$ cat config.mk
export PLATFORM = sky130hd
export DESIGN_NAME = wb_write_port
export DESIGN_NICKNAME = d
export VERILOG_FILES = /design/src/rtl/wb_write_port.sv
export SDC_FILE = /design/constraint.sdc
export NUM_CORES = 1
export LEC_CHECK = 0
export CORE_AREA = 5 5 129 192
export DETAILED_ROUTE_END_ITERATION = 10
export DIE_AREA = 0 0 134 197
export DONT_BUFFER_PORTS = 1
export PLACE_DENSITY = 0.64
export SLEW_MARGIN = 20
export SYNTH_ARGS = -nofsm -noshare
export SYNTH_HDL_FRONTEND = slang
export SYNTH_SLANG_ARGS = --single-unit
$ cat constraint.sdc
create_clock -name clk -period 9.4 [get_ports clk]
set_input_delay 1.41 -clock clk [delete_from_list [all_inputs] [get_ports clk]]
set_output_delay 1.41 -clock clk [all_outputs]
set_load 0.01 [all_outputs]
$ cat src/rtl/wb_write_port.sv
// Register file write port: MEM/WB stage register with MemtoReg select, plus an
// auxiliary result queue that drains into the port whenever the pipeline leaves it idle.
module wb_write_port #(
  parameter int PTR_W = 2
) (
  input  logic        clk,
  input  logic        rst_n,
  input  logic        mem_RegWrite,
  input  logic        mem_MemtoReg,
  input  logic [4:0]  mem_WN,
  input  logic [31:0] mem_ALUout,
  input  logic [31:0] mem_RD,
  input  logic        aux_valid,
  output logic        aux_ready,
  input  logic [4:0]  aux_WN,
  input  logic [31:0] aux_WD,
  output logic        RegWrite,
  output logic [4:0]  WN,
  output logic [31:0] WD,
  input  logic [4:0]  RN1,
  input  logic [4:0]  RN2,
  output logic        fwd1,
  output logic        fwd2,
  output logic [31:0] fwd_data1,
  output logic [31:0] fwd_data2,
  output logic        pend1,
  output logic        pend2
);

  localparam int DEPTH = 2 ** PTR_W;
  localparam int CNT_W = PTR_W + 1;

  logic             wb_rw_r;
  logic [4:0]       wb_wn_r;
  logic [31:0]      wb_wd_r;
  logic [DEPTH-1:0] live_r;
  logic [4:0]       q_wn_r [DEPTH];
  logic [31:0]      q_wd_r [DEPTH];
  logic [PTR_W-1:0] head_r;
  logic [PTR_W-1:0] tail_r;
  logic [CNT_W-1:0] count_r;

  logic pipe_valid_s;
  logic not_empty_s;
  logic head_live_s;
  logic pop_s;
  logic push_s;

  assign pipe_valid_s = wb_rw_r && (wb_wn_r != 5'd0);
  assign not_empty_s  = (count_r != {CNT_W{1'b0}});
  assign head_live_s  = not_empty_s && live_r[head_r];
  // A killed head is dropped even while the pipeline owns the port.
  assign pop_s        = not_empty_s && (!pipe_valid_s || !live_r[head_r]);
  assign aux_ready    = (count_r != CNT_W'(DEPTH)) && rst_n;
  assign push_s       = aux_valid && aux_ready && (aux_WN != 5'd0);

  // MEM/WB pipeline register, MemtoReg select applied on entry
  always_ff @(posedge clk or negedge rst_n) begin
    if (!rst_n) begin
      wb_rw_r <= 1'b0;
      wb_wn_r <= 5'd0;
      wb_wd_r <= 32'd0;
    end else begin
      wb_rw_r <= mem_RegWrite;
      wb_wn_r <= mem_WN;
      wb_wd_r <= mem_MemtoReg ? mem_RD : mem_ALUout;
    end
  end

  // Aux queue: WAW kill, then pop, then push so a same-cycle push is never killed
  always_ff @(posedge clk or negedge rst_n) begin
    if (!rst_n) begin
      live_r  <= {DEPTH{1'b0}};
      head_r  <= {PTR_W{1'b0}};
      tail_r  <= {PTR_W{1'b0}};
      count_r <= {CNT_W{1'b0}};
      for (int i = 0; i < DEPTH; i++) begin
        q_wn_r[i] <= 5'd0;
        q_wd_r[i] <= 32'd0;
      end
    end else begin
      for (int i = 0; i < DEPTH; i++) begin
        if (pipe_valid_s && (q_wn_r[i] == wb_wn_r)) begin
          live_r[i] <= 1'b0;
        end
      end
      if (pop_s) begin
        live_r[head_r] <= 1'b0;
        head_r         <= head_r + 1'b1;
      end
      if (push_s) begin
        live_r[tail_r] <= 1'b1;
        q_wn_r[tail_r] <= aux_WN;
        q_wd_r[tail_r] <= aux_WD;
        tail_r         <= tail_r + 1'b1;
      end
      case ({push_s, pop_s})
        2'b10:   count_r <= count_r + 1'b1;
        2'b01:   count_r <= count_r - 1'b1;
        default: count_r <= count_r;
      endcase
    end
  end

  // Port arbitration: pipeline first, live queue head second
  always_comb begin
    RegWrite = 1'b0;
    WN       = 5'd0;
    WD       = 32'd0;
    if (pipe_valid_s) begin
      RegWrite = 1'b1;
      WN       = wb_wn_r;
      WD       = wb_wd_r;
    end else if (head_live_s) begin
      RegWrite = 1'b1;
      WN       = q_wn_r[head_r];
      WD       = q_wd_r[head_r];
    end else begin
      RegWrite = 1'b0;
    end
  end

  // Decode-side bypass of this cycle's write
  always_comb begin
    fwd1      = RegWrite && (WN == RN1) && (RN1 != 5'd0);
    fwd2      = RegWrite && (WN == RN2) && (RN2 != 5'd0);
    fwd_data1 = 32'd0;
    fwd_data2 = 32'd0;
    if (fwd1) begin
      fwd_data1 = WD;
    end else begin
      fwd_data1 = 32'd0;
    end
    if (fwd2) begin
      fwd_data2 = WD;
    end else begin
      fwd_data2 = 32'd0;
    end
  end

  // Pending flags: live queued entries only
  always_comb begin
    pend1 = 1'b0;
    pend2 = 1'b0;
    for (int i = 0; i < DEPTH; i++) begin
      if (live_r[i] && (q_wn_r[i] == RN1) && (RN1 != 5'd0)) begin
        pend1 = 1'b1;
      end else begin
        pend1 = pend1;
      end
      if (live_r[i] && (q_wn_r[i] == RN2) && (RN2 != 5'd0)) begin
        pend2 = 1'b1;
      end else begin
        pend2 = pend2;
      end
    end
  end

endmodule
; Word-level counts from Yosys, hierarchy flattened
; Index checks and enable logic that the tools add are counted.
[word_totals]
register_bits = 197
inputBits = 121
word_cells = 132
out_inout_bits = 107
[op_classes]
add_sub_neg = 4
n_eq_ne = 17
n_reduce_logical = 42
bitwise = 5
order_cmp = 7
muxes = 42
[ops]
columns = cell, n
row1 = two-way mux 32 bit, 8
row2 = bitwise mux 128 bit, 1
row3 = == test 5 bit, 14
row4 = binary-select mux 32 bit (select 2 bit), 1
row5 = demux 32 bit (select 2 bit), 1
row6 = logical AND 1 bit, 33
row7 = two-way mux 5 bit, 5
row8 = bitwise mux 20 bit, 1
row9 = nonzero test 5 bit, 4
row10 = two-way mux 1 bit, 17
row11 = binary-select mux 5 bit (select 2 bit), 1
row12 = demux 5 bit (select 2 bit), 1
row13 = two-way mux 4 bit, 2
row14 = >= comparator 3 bit (second input constant), 2
row15 = less-than comparator 2 x 3 -> 1 bit (second input constant), 2
row16 = inverter 2 -> 3 bit, 2
row17 = one-hot mux 3 bit (2 select lines), 1
row18 = adder 2 x 1 -> 2 bit (second input constant), 2
row19 = bitwise AND 4 bit, 1
row20 = demux 1 bit (select 2 bit), 2
row21 = >= comparator 2 x 1 -> 1 bit (second input constant), 2
row22 = inverter 4 bit, 1
row23 = OR 4 bit, 1
row24 = adder 3 x 1 -> 3 bit (second input constant), 1
row25 = 10 further kinds, 11

; Longest topological paths before layout
; Gate-level depths: netlist of the first run.
[depth]
word_depth = 10
mapped_depth = 11
ltp_nobuf = 11

; Least setup slack after synthesis of the first run
; OpenSTA, ideal clock, no wires.
[synth_timing]
path_kind = input -> output
start = in RN1[1]
end = out fwd_data1[10]
t_required_ns = 7.990
cell_stages = 8
slack_ns = 4.927
path_buffers = 2
arrival_time_ns = 3.063
path_cell_list = clkbuf_1 -> or4_1 -> nor2_1 -> a211oi_1 -> a22o_1 -> nand4_1 -> clkbuf_1 -> nor2b_1
[synth_via]
elab_chain_cells = 4
elab_cells_between_ends = 5
classes_between = eq/ne: 1 / mux: 1 / reduce/logical: 3
[synth_rtl]
columns = element, line_no
row1 = from (decl), 20  ; input logic [4:0] RN1,
row2 = == test 5 bit, 125  ; fwd1 = RegWrite && (WN == RN1) && (RN1 != 5'd0);
row3 = logical AND 1 bit, 125
row4 = logical AND 1 bit (*), 125
row5 = two-way mux 32 bit (*), 129  ; if (fwd1) begin
row6 = to (decl), 24  ; output logic [31:0] fwd_data1,
; Every way passes the cells marked *; elsewhere a longest branch is shown, timed or not.

; Final worst setup path of the first run
[layout_timing]
start = reg head_r[0]
end = out fwd_data1[15]
[layout_via]
elab_chain_cells = 10
elab_cells_between_ends = 20
classes_between = eq/ne: 1 / mux: 15 / bitwise: 1 / reduce/logical: 3
[layout_rtl]
columns = element, line_no
row1 = from (decl), 39  ; logic [PTR_W-1:0] head_r;
row2 = from (signal assigned), 74  ; head_r <= {PTR_W{1'b0}};
row3 = from (signal assigned), 89  ; head_r <= head_r + 1'b1;
row4 = inverter 2 -> 3 bit (implied by the code), 116  ; WN = q_wn_r[head_r];
row5 = binary-select mux 5 bit (select 2 bit), 116
row6 = two-way mux 5 bit (implied by the code) (2 in series), 116
row7 = two-way mux 5 bit (*), 114  ; end else if (head_live_s) begin
row8 = two-way mux 5 bit (*), 110  ; if (pipe_valid_s) begin
row9 = via WN[3], 18  ; output logic [4:0] WN,
row10 = == test 5 bit (*), 125
row11 = logical AND 1 bit (*) (2 in series), 125
row12 = two-way mux 32 bit (*), 129
; The timed path passes the listed nets; every way through them passes the cells marked *. The select of a mux whose other input is x is not followed.

==> impl_metrics.tcl, run 1 <==
set metrics [dict create \
    outcome "finished clean" \
    num_vias 6230 \
    path_clk_slew_ns 0.07 \
    insertion_delay_ns 0.43 \
    htreeDepth 4 \
    slew_violations 0 \
    min_path_type "flop to flop" \
    drive_gt1_frac 0.388 \
    grt_pass1_vias 7074 \
    routedWlPerCell_um 26.0 \
    path_cells "mux4_2 > and4_4 > a22o_1 > a22o_1 > nand4_1 > buf_4 > nor2b_1" \
    finalClockSkew_ns 0.00709 \
    root_buffer "clkbuf_16" \
    finalSetupTns_ns 0 \
    seq_area_frac_synth 0.476 \
    final_hold_viol_count 0 \
    cp_data_required_time_ns 7.99 \
    finalInstanceArea_um2 11100 \
    rows 68 \
    cts_buffers 17 \
    antenna_cells 0 \
    fin_nets 865 \
    synth_ff_type "dfrtp_1" \
    wl_mm 26.7 \
    critPathKind "flop to primary output" \
    ys_warn_count 0 \
    p_per_area_nw_per_um2 314 \
    fin_util 0.485 \
    maxSlewHeadroom 0.375 \
    synthesis.instances 775 \
    rsz0062_at_grt "no" \
    synth.distinct_cells 45 \
    antenna_found_initial 0 \
    end_kind "primary output" \
    grt_max_degree 199 \
    drt-vias-per-instance 6.07 \
    crit_family "simple AND/OR/NAND/NOR gates" \
    maxCapViolations 0 \
    leakage_nw 4.56 \
    syn2layout_area_growth_pct 7.28 \
    pre_cts_ws_ns 3.80 \
    die_w_um 134 \
    syn_area_um2 10400 \
    postPlaceCellArea_um2 10500 \
    cts_num_sinks 197 \
    dp_hpwl_mm 18.1 \
    max_stage_delay_ns 1.00 \
    synth_edf_count 0 \
    fin_ws_ns 3.55 \
    postCtsSetupBuffers 0 \
    fmax_mhz 171 \
    critPathLaunchType "flop" \
    postCtsHoldBufs 0 \
    synth_top_area_cell "dfrtp_1" \
    grt_pass1_wl_mm 41.0 \
    finalCriticalPeriod_ns 5.85 \
    start_util 0.452 \
    gp_congestion 0.893 \
    ant_nets 0 \
    syn_avg_cell_area_um2 13.4 \
    ir_drop_mv 0.145 \
    first_pass_iters 6 \
    tritoncts "yes" \
    synth_top_area_share 0.476 \
    grtUsageTotal 0.203 \
    gr-total-overflow 0 \
    critPathMaxFanout 42 \
    setup_viol 0 \
    critical_path_arrival_ns 4.44 \
    async_flop_share 1.00 \
    yosysMostFrequentCell "dfrtp_1" \
    coreArea_um2 22900 \
    total_power_mw 3.48 \
    synth_nets 906 \
    cpMostUsedCell "a22o_1" \
    final.period_utilization 0.623 \
    drc 0 \
    synth_area_leaders "dfrtp_1, mux2_2, mux4_2, xor2_1, nor3b_2" \
    port_buffers 0 \
    synth_common_cells "dfrtp_1, mux2_2, xor2_1" \
    die_area_um2 26400 \
    die_y_um 197 \
    cts_resized 0 \
    cp_slowest_cell "dfrtp_4" \
    worst-path-buf-inv 1 \
    tightest_slew_ns 0.937 \
    clk_path_buf_depth 2 \
    boundaryPins 228 \
    synth-seq-cells 197 \
    dr.first_iter.drc_count 426 \
]
-- placed cells by master, fill, tap and decap left out, types with 2 or more instances in the layout --
master / netlist / routed
nand2_1: 30 / 26
nand4_1: 5 / 5
o311ai_0: 4 / 4
mux4_2: 38 / 38
dfrtp_1: 197 / 195
clkbuf_16: 0 / 17
buf_4: 0 / 3
clkinv_2: 0 / 2
nor3b_2: 29 / 29
o21ai_0: 7 / 7
nor3b_1: 3 / 3
a21boi_0: 2 / 2
mux2_2: 181 / 181
nor4_1: 8 / 8
nor2b_1: 36 / 36
a31oi_1: 5 / 5
nand2_4: 0 / 4
xor2_1: 44 / 44
xnor2_1: 23 / 23
clkbuf_1: 42 / 4
and3_1: 4 / 4
ha_1: 9 / 9
a22o_1: 34 / 34
o22ai_1: 2 / 2
nor2_1: 6 / 6
clkbuf_8: 0 / 3
bufinv_16: 0 / 3
nor3_1: 2 / 2
or4_1: 4 / 3
nand3_1: 6 / 5
clkinvlp_4: 0 / 3
inv_1: 16 / 16
-- per-layer routing --
layer  track usage  vias to the layer above  wire [µm]
met5             0                        -          0
li1              -                     2714          -
met3        0.0475                       49       1410
met2         0.373                      200      14800
met1         0.222                     3267       9710
met4        0.0869                        0        807
-- through the flow --
stage / hold WS (ns) / std cells
6_report: 0.495 / 1027
5_1_grt: 0.513 / 1027
4_1_cts: 0.496 / 1027
3_5_place_dp: 0.486 / 995
3_3_place_gp: 0.472 / 995
2_1_floorplan: 0.455 / 775
-- final timing paths --
kind | start | endpoint | slack (ns) | cells past startpoint
worst min register to register | count_r[2]$_DFFE_PN0P_ | count_r[2]$_DFFE_PN0P_ | 0.50 | 1
min in group asynchronous | rst_n | wb_wd_r[9]$_DFF_PN0_ | 0.68 | 0
worst max register to register | wb_wn_r[0]$_DFF_PN0_ | count_r[2]$_DFFE_PN0P_ | 5.80 | 9
worst max-delay path | head_r[0]$_DFFE_PN0N_ | fwd_data1[15] | 3.55 | 7
worst min-delay path | count_r[2]$_DFFE_PN0P_ | count_r[2]$_DFFE_PN0P_ | 0.50 | 1
max in group asynchronous | rst_n | wb_wd_r[30]$_DFF_PN0_ | 8.32 | 0
-- logic make-up after synthesis --
| kind of cell | share of synthesized area |
|---|---|
| compound gates | 0.0497 |
| xor+xnor | 0.0567 |
| fa+ha+maj | 0.0128 |
| buf+inv | 0.0321 |
| flops | 0.476 |
| mux | 0.281 |
| simple gates | 0.0920 |
-- power by group --
part           internal, mW  total (mW)  switching (mW)
sequential             1.20        1.51           0.311
clock                 0.439       0.743           0.304
combinational         0.714        1.23           0.513
-- sequential cells by signal, summed over array words and instances, names as in the netlist --
register and count:
tail_r 2, wb_wd_r 32, wb_rw_r 1, wb_wn_r 5
q_wd_r 128, count_r 3, live_r 4, q_wn_r 20
head_r 2
-- final cells by class --
type                    count  area, µm²
well taps                 280        350
multi-input cells         499       5130
clock buffers              24        482
flip-flops and latches    197       4930
inverters                  16       60.1
fillers                  1947      11800
repair buffers              3       22.5
clock inverters             8        123
-- worst reg2reg max path, cell delays in order (launching register included) --
cell and delay, ns:
dfrtp_1 0.53, or4_1 0.60, o21a_2 0.52, a21boi_1 0.70, ha_1 0.31, inv_1 0.06
fa_1 0.37, xor2_1 0.15, nor2_1 0.11, xor2_1 0.16
Power figures use the tool's default switching activity.
==> inputs of run 2 (changes only) <==
Settings changed: PLACE_DENSITY 0.64 to 0.66.
Clock period 9.4 ns to 5.35 ns, I/O delays scaled along.
==> run 2 against run 1 <==
Power up 79%. First-iteration DRC count shrank 9.4%. Hold slack got worse by 0.44 ns. Utilization is 0.38 points higher. Critical path depth stayed put. Highest routed layer unchanged. Critical path type unchanged. Clock power increased by 87%. Clock skew down 0.0017 ns.
==> impl_metrics.tcl, run 2 (synthesis results as in run 1) <==
set metrics [dict create \
    use_met3 0.0557 \
    routedWlPerCell_um 27.1 \
    fin_ws_ns 0.505 \
    cts_buffers 17 \
    grt_max_degree 199 \
    fin_util 0.489 \
    grt_util_met1 0.254 \
    cts_num_sinks 197 \
    critPathKind "flop to primary output" \
    dr.first_iter.drc_count 386 \
    drive_gt1_frac 0.394 \
    postCtsHoldBufs 0 \
    critPathLaunchType "flop" \
    die_w_um 134 \
    leakage_nw 4.61 \
    drc 0 \
    place_inst 1001 \
    grt_pass1_wl_mm 43.0 \
    end_kind "primary output" \
    finalSetupTns_ns 0 \
    gr-total-overflow 0 \
    grtUsageTotal 0.216 \
    reg2reg_setup_slack_ns 1.62 \
    grt_pass1_vias 7131 \
    maxCapViolations 0 \
    setup_viol 0 \
    tritoncts "yes" \
    critPathMaxFanout 42 \
    insertion_delay_ns 0.44 \
    critical_path_arrival_ns 4.04 \
    ir_drop_mv 0.371 \
    cts_resized 0 \
    gp_congestion 0.847 \
    top_register "q_wd_r" \
    mostFrequentLayoutCells "dfrtp_1, mux2_2, xor2_1" \
    fmax_mhz 206 \
    cp_data_required_time_ns 4.55 \
    num_vias 6358 \
    htreeDepth 4 \
    clk_path_buf_depth 2 \
    port_buffers 0 \
    path_clk_slew_ns 0.07 \
    outcome "finished clean" \
    first_pass_iters 5 \
    boundaryPins 228 \
    finalClockSkew_ns 0.00543 \
    final_hold_viol_count 0 \
    rsz0062_at_grt "no" \
    tightest_slew_ns 1.06 \
    p_per_area_nw_per_um2 558 \
    start_util 0.452 \
    layoutNonFillerInstCount 1034 \
    grt.busiest_layer "met2" \
    postCtsSetupBuffers 0 \
    fill_cells 1985 \
    rows 68 \
    coreArea_um2 22900 \
    dp_hpwl_mm 18.8 \
    fin_nets 871 \
    die_y_um 197 \
    min_path_type "primary input to async pin" \
    die_area_um2 26400 \
    wl_mm 28.0 \
    syn2layout_area_growth_pct 8.12 \
    use_met2 0.384 \
    final.period_utilization 0.906 \
    final_common_cell "dfrtp_1" \
    multi_input_area_um2 5120 \
    maxSlewHeadroom 0.297 \
    largest_reg_flops 128 \
    slew_violations 0 \
    top_regs "q_wd_r x128, wb_wd_r x32, q_wn_r x20" \
    drt-vias-per-instance 6.15 \
    register_area_um2 4930 \
    root_buffer "clkbuf_16" \
    pre_cts_ws_ns 0.852 \
    finalCriticalPeriod_ns 4.84 \
    ant_nets 0 \
    antenna_found_initial 1 \
]
## run 2: changes by cell type in the layout (fill, tap and decap cells not counted), moves of 2 or more
cell,change
inv_6,+2
clkinvlp_4,-3
clkinv_4,+3
buf_4,+5
clkbuf_1,-2
## run 2: worst paths after layout
check                                           to  cells after the start                   start
setup / recovery                     fwd_data2[24]                      7   head_r[0]$_DFFE_PN0N_
hold / removal                wb_wd_r[7]$_DFF_PN0_                      0                   rst_n
setup reg to reg            count_r[2]$_DFFE_PN0P_                      9    wb_wn_r[0]$_DFF_PN0_
hold reg to reg             count_r[2]$_DFFE_PN0P_                      1  count_r[2]$_DFFE_PN0P_
max in group asynchronous  q_wd_r[114]$_DFFE_PN0P_                      0                   rst_n
min in group clk              wb_wn_r[0]$_DFF_PN0_                      0               mem_WN[0]
## run 2: where the power goes
group          internal, mW  switching [mW]
Combinational          1.27           0.969
Sequential             2.12           0.504
Clock                 0.826           0.563
Total                  4.21            2.04
## run 2: cell type report
cell class | count | area share
multi-input cells | 499 | 0.458
clock inverters | 10 | 0.0151
inverters | 16 | 0.00537
clock buffers | 22 | 0.0424
repair buffers | 9 | 0.00715
flip-flops and latches | 197 | 0.441
diodes | 1 | 0.000224
well taps | 280 | 0.0313
## run 2: metrics by stage
stage,instance area [µm²],hold WS [ns],power [mW]
floorplan,10400,0.455,4.29
global placement,10500,0.473,4.73
detailed placement,10500,0.479,4.90
CTS,11200,0.0365,6.31
global route,11200,0.0299,6.59
finish,11200,0.0603,6.24
## run 2: worst max-delay path, cell delays in order, from the launching register on
cell and delay (ns):
dfrtp_4 0.68, mux4_2 0.58, and4_4 0.35, a21boi_0 0.36, xor2_1 0.22, nand3_2 0.65, buf_4 0.46, nor3b_2 0.28
## run 2: per-layer routing
layer  vias up  share of wire  routed length (µm)
met2       199           0.54               15200
li1       2729              -                   -
met5         -              0                   0
met3        46          0.049                1370
met1      3384           0.38               10700
met4         0          0.026                 718
==> inputs of run 3 (changes only) <==
Settings changed: CTS_CLUSTER_DIAMETER from default to 60.
Clock period 5.35 ns to 4 ns, I/O delays scaled along.
==> run 3 against run 2 <==
The run now ends with negative hold slack left. Design area grew 2.0%. Worst setup slack lost 0.33 ns. Sequential share of layout area shrank 0.86 points. Via count grew 1.8%. Clock power grew 24%. Largest power group unchanged.
==> impl_metrics.tcl, run 3 (synthesis results as in run 1) <==
set metrics [dict create \
    outcome "complete, but fails checks" \
    violations "negative hold slack" \
    ir_drop_mv 0.385 \
    slew_violations 0 \
    top_register "q_wd_r" \
    finalSetupTns_ns 0 \
    dp_hpwl_mm 20.8 \
    fin_util 0.499 \
    leakage_nw 4.73 \
    grt_max_degree 199 \
    p_per_area_nw_per_um2 726 \
    tightest_slew_ns 0.688 \
    reg2reg_setup_slack_ns 1.05 \
    pre_cts_ws_ns 0.478 \
    boundaryPins 228 \
    setup_viol 0 \
    htreeDepth 4 \
    final_common_cell "dfrtp_1" \
    path_clk_slew_ns 0.07 \
    top_regs "q_wd_r x128, wb_wd_r x32, q_wn_r x20" \
    gr-total-overflow 0 \
    end_kind "primary output" \
    routedWlPerCell_um 27.1 \
    finalClockSkew_ns 0.0110 \
    dr.first_iter.drc_count 442 \
    syn2layout_area_growth_pct 10.3 \
    drt-vias-per-instance 6.04 \
    tritoncts "yes" \
    fin_nets 907 \
    cts_buffers 17 \
    critPathMaxFanout 19 \
    die_y_um 197 \
    insertion_delay_ns 0.44 \
    port_buffers 0 \
    clk_path_buf_depth 2 \
    drive_gt1_frac 0.422 \
    critPathKind "flop to primary output" \
    rows 68 \
    critical_path_arrival_ns 3.23 \
    finalCriticalPeriod_ns 3.83 \
    min_path_type "primary input to async pin" \
    gp_congestion 0.990 \
    fill_cells 2004 \
    holdWs_ns -0.144 \
    antenna_found_initial 4 \
    wl_mm 29.0 \
    die_area_um2 26400 \
    register_area_um2 4930 \
    die_w_um 134 \
    num_vias 6475 \
    maxSlewHeadroom 0.539 \
    grt_pass1_wl_mm 44.4 \
    cp_data_required_time_ns 3.40 \
    fmax_mhz 261 \
    final.period_utilization 0.957 \
    ant_nets 0 \
    mostFrequentLayoutCells "dfrtp_1, mux2_2, xor2_1" \
    root_buffer "clkbuf_16" \
    first_pass_iters 5 \
    final_hold_viol_count 197 \
    fin_ws_ns 0.170 \
    maxCapViolations 0 \
    cts_num_sinks 197 \
    coreArea_um2 22900 \
    largest_reg_flops 128 \
    grt_pass1_vias 7299 \
    multi_input_area_um2 5110 \
    start_util 0.452 \
    critPathLaunchType "flop" \
    grtUsageTotal 0.223 \
    rsz0062_at_grt "no" \
    drc 0 \
]
## run 3: changes by cell type in the layout (fill, tap and decap cells not counted), sizes merged
cell | before | now
clkinv | 4 | 3
buf | 9 | 45
clkinvlp | 0 | 4
inv | 18 | 19
diode | 1 | 3
bufinv | 4 | 2
clkbuf | 22 | 20
## run 3: worst paths after layout
check | startpoint | endpoint | depth (start not counted)
worst max-delay path | head_r[0]$_DFFE_PN0N_ | fwd_data2[31] | 8
worst min-delay path | rst_n | wb_wd_r[7]$_DFF_PN0_ | 0
worst max register to register | wb_wn_r[0]$_DFF_PN0_ | count_r[2]$_DFFE_PN0P_ | 10
worst min register to register | count_r[2]$_DFFE_PN0P_ | count_r[2]$_DFFE_PN0P_ | 1
max in group asynchronous | rst_n | head_r[0]$_DFFE_PN0N_ | 0
min in group clk | mem_WN[3] | wb_wn_r[3]$_DFF_PN0_ | 0
## run 3: worst max-delay path: stages, from the launching register on
cell and delay, ns:
dfrtp_4 0.48, mux4_2 0.57, and4_4 0.20, a21o_1 0.18, xor2_1 0.14, or4_2 0.61, buf_6 0.22, nor3b_1 0.23
buf_4 0.15
## run 3: cell type report
class                   instances  area share
multi-input cells             499       0.447
diodes                          3    0.000658
flip-flops and latches        197       0.432
repair buffers                 45      0.0320
clock buffers                  20      0.0391
well taps                     280      0.0307
clock inverters                12      0.0127
inverters                      16     0.00526
## run 3: repair_timing
action	4_1_cts	5_1_grt
gates resized for setup	1	4
pin swaps	0	0
setup endpoints to repair	2	2
gates cloned	0	0
setup buffers	2	0
hold endpoints to repair	197	197
## run 3: power by group
part	total (mW)	internal, mW	switching [mW]	leakage, nW
logic	3.11	1.75	1.36	2.10
clock network	1.73	0.949	0.777	0.275
registers	3.46	2.83	0.628	2.36
## run 3: stage by stage
step | power [mW] | cell area [µm²] | instances
2_1_floorplan | 5.74 | 10400 | 775
3_3_place_gp | 6.43 | 10800 | 1035
3_5_place_dp | 6.62 | 10800 | 1035
4_1_cts | 8.37 | 11400 | 1069
5_1_grt | 8.77 | 11400 | 1072
6_report | 8.29 | 11400 | 1072
## run 3: metal layers
metal	track usage	up-vias	share of wire
met5	0	-	0
met4	0.0907	0	0.030
met3	0.0501	44	0.051
met2	0.408	204	0.56
met1	0.251	3426	0.36
li1	-	2801	-
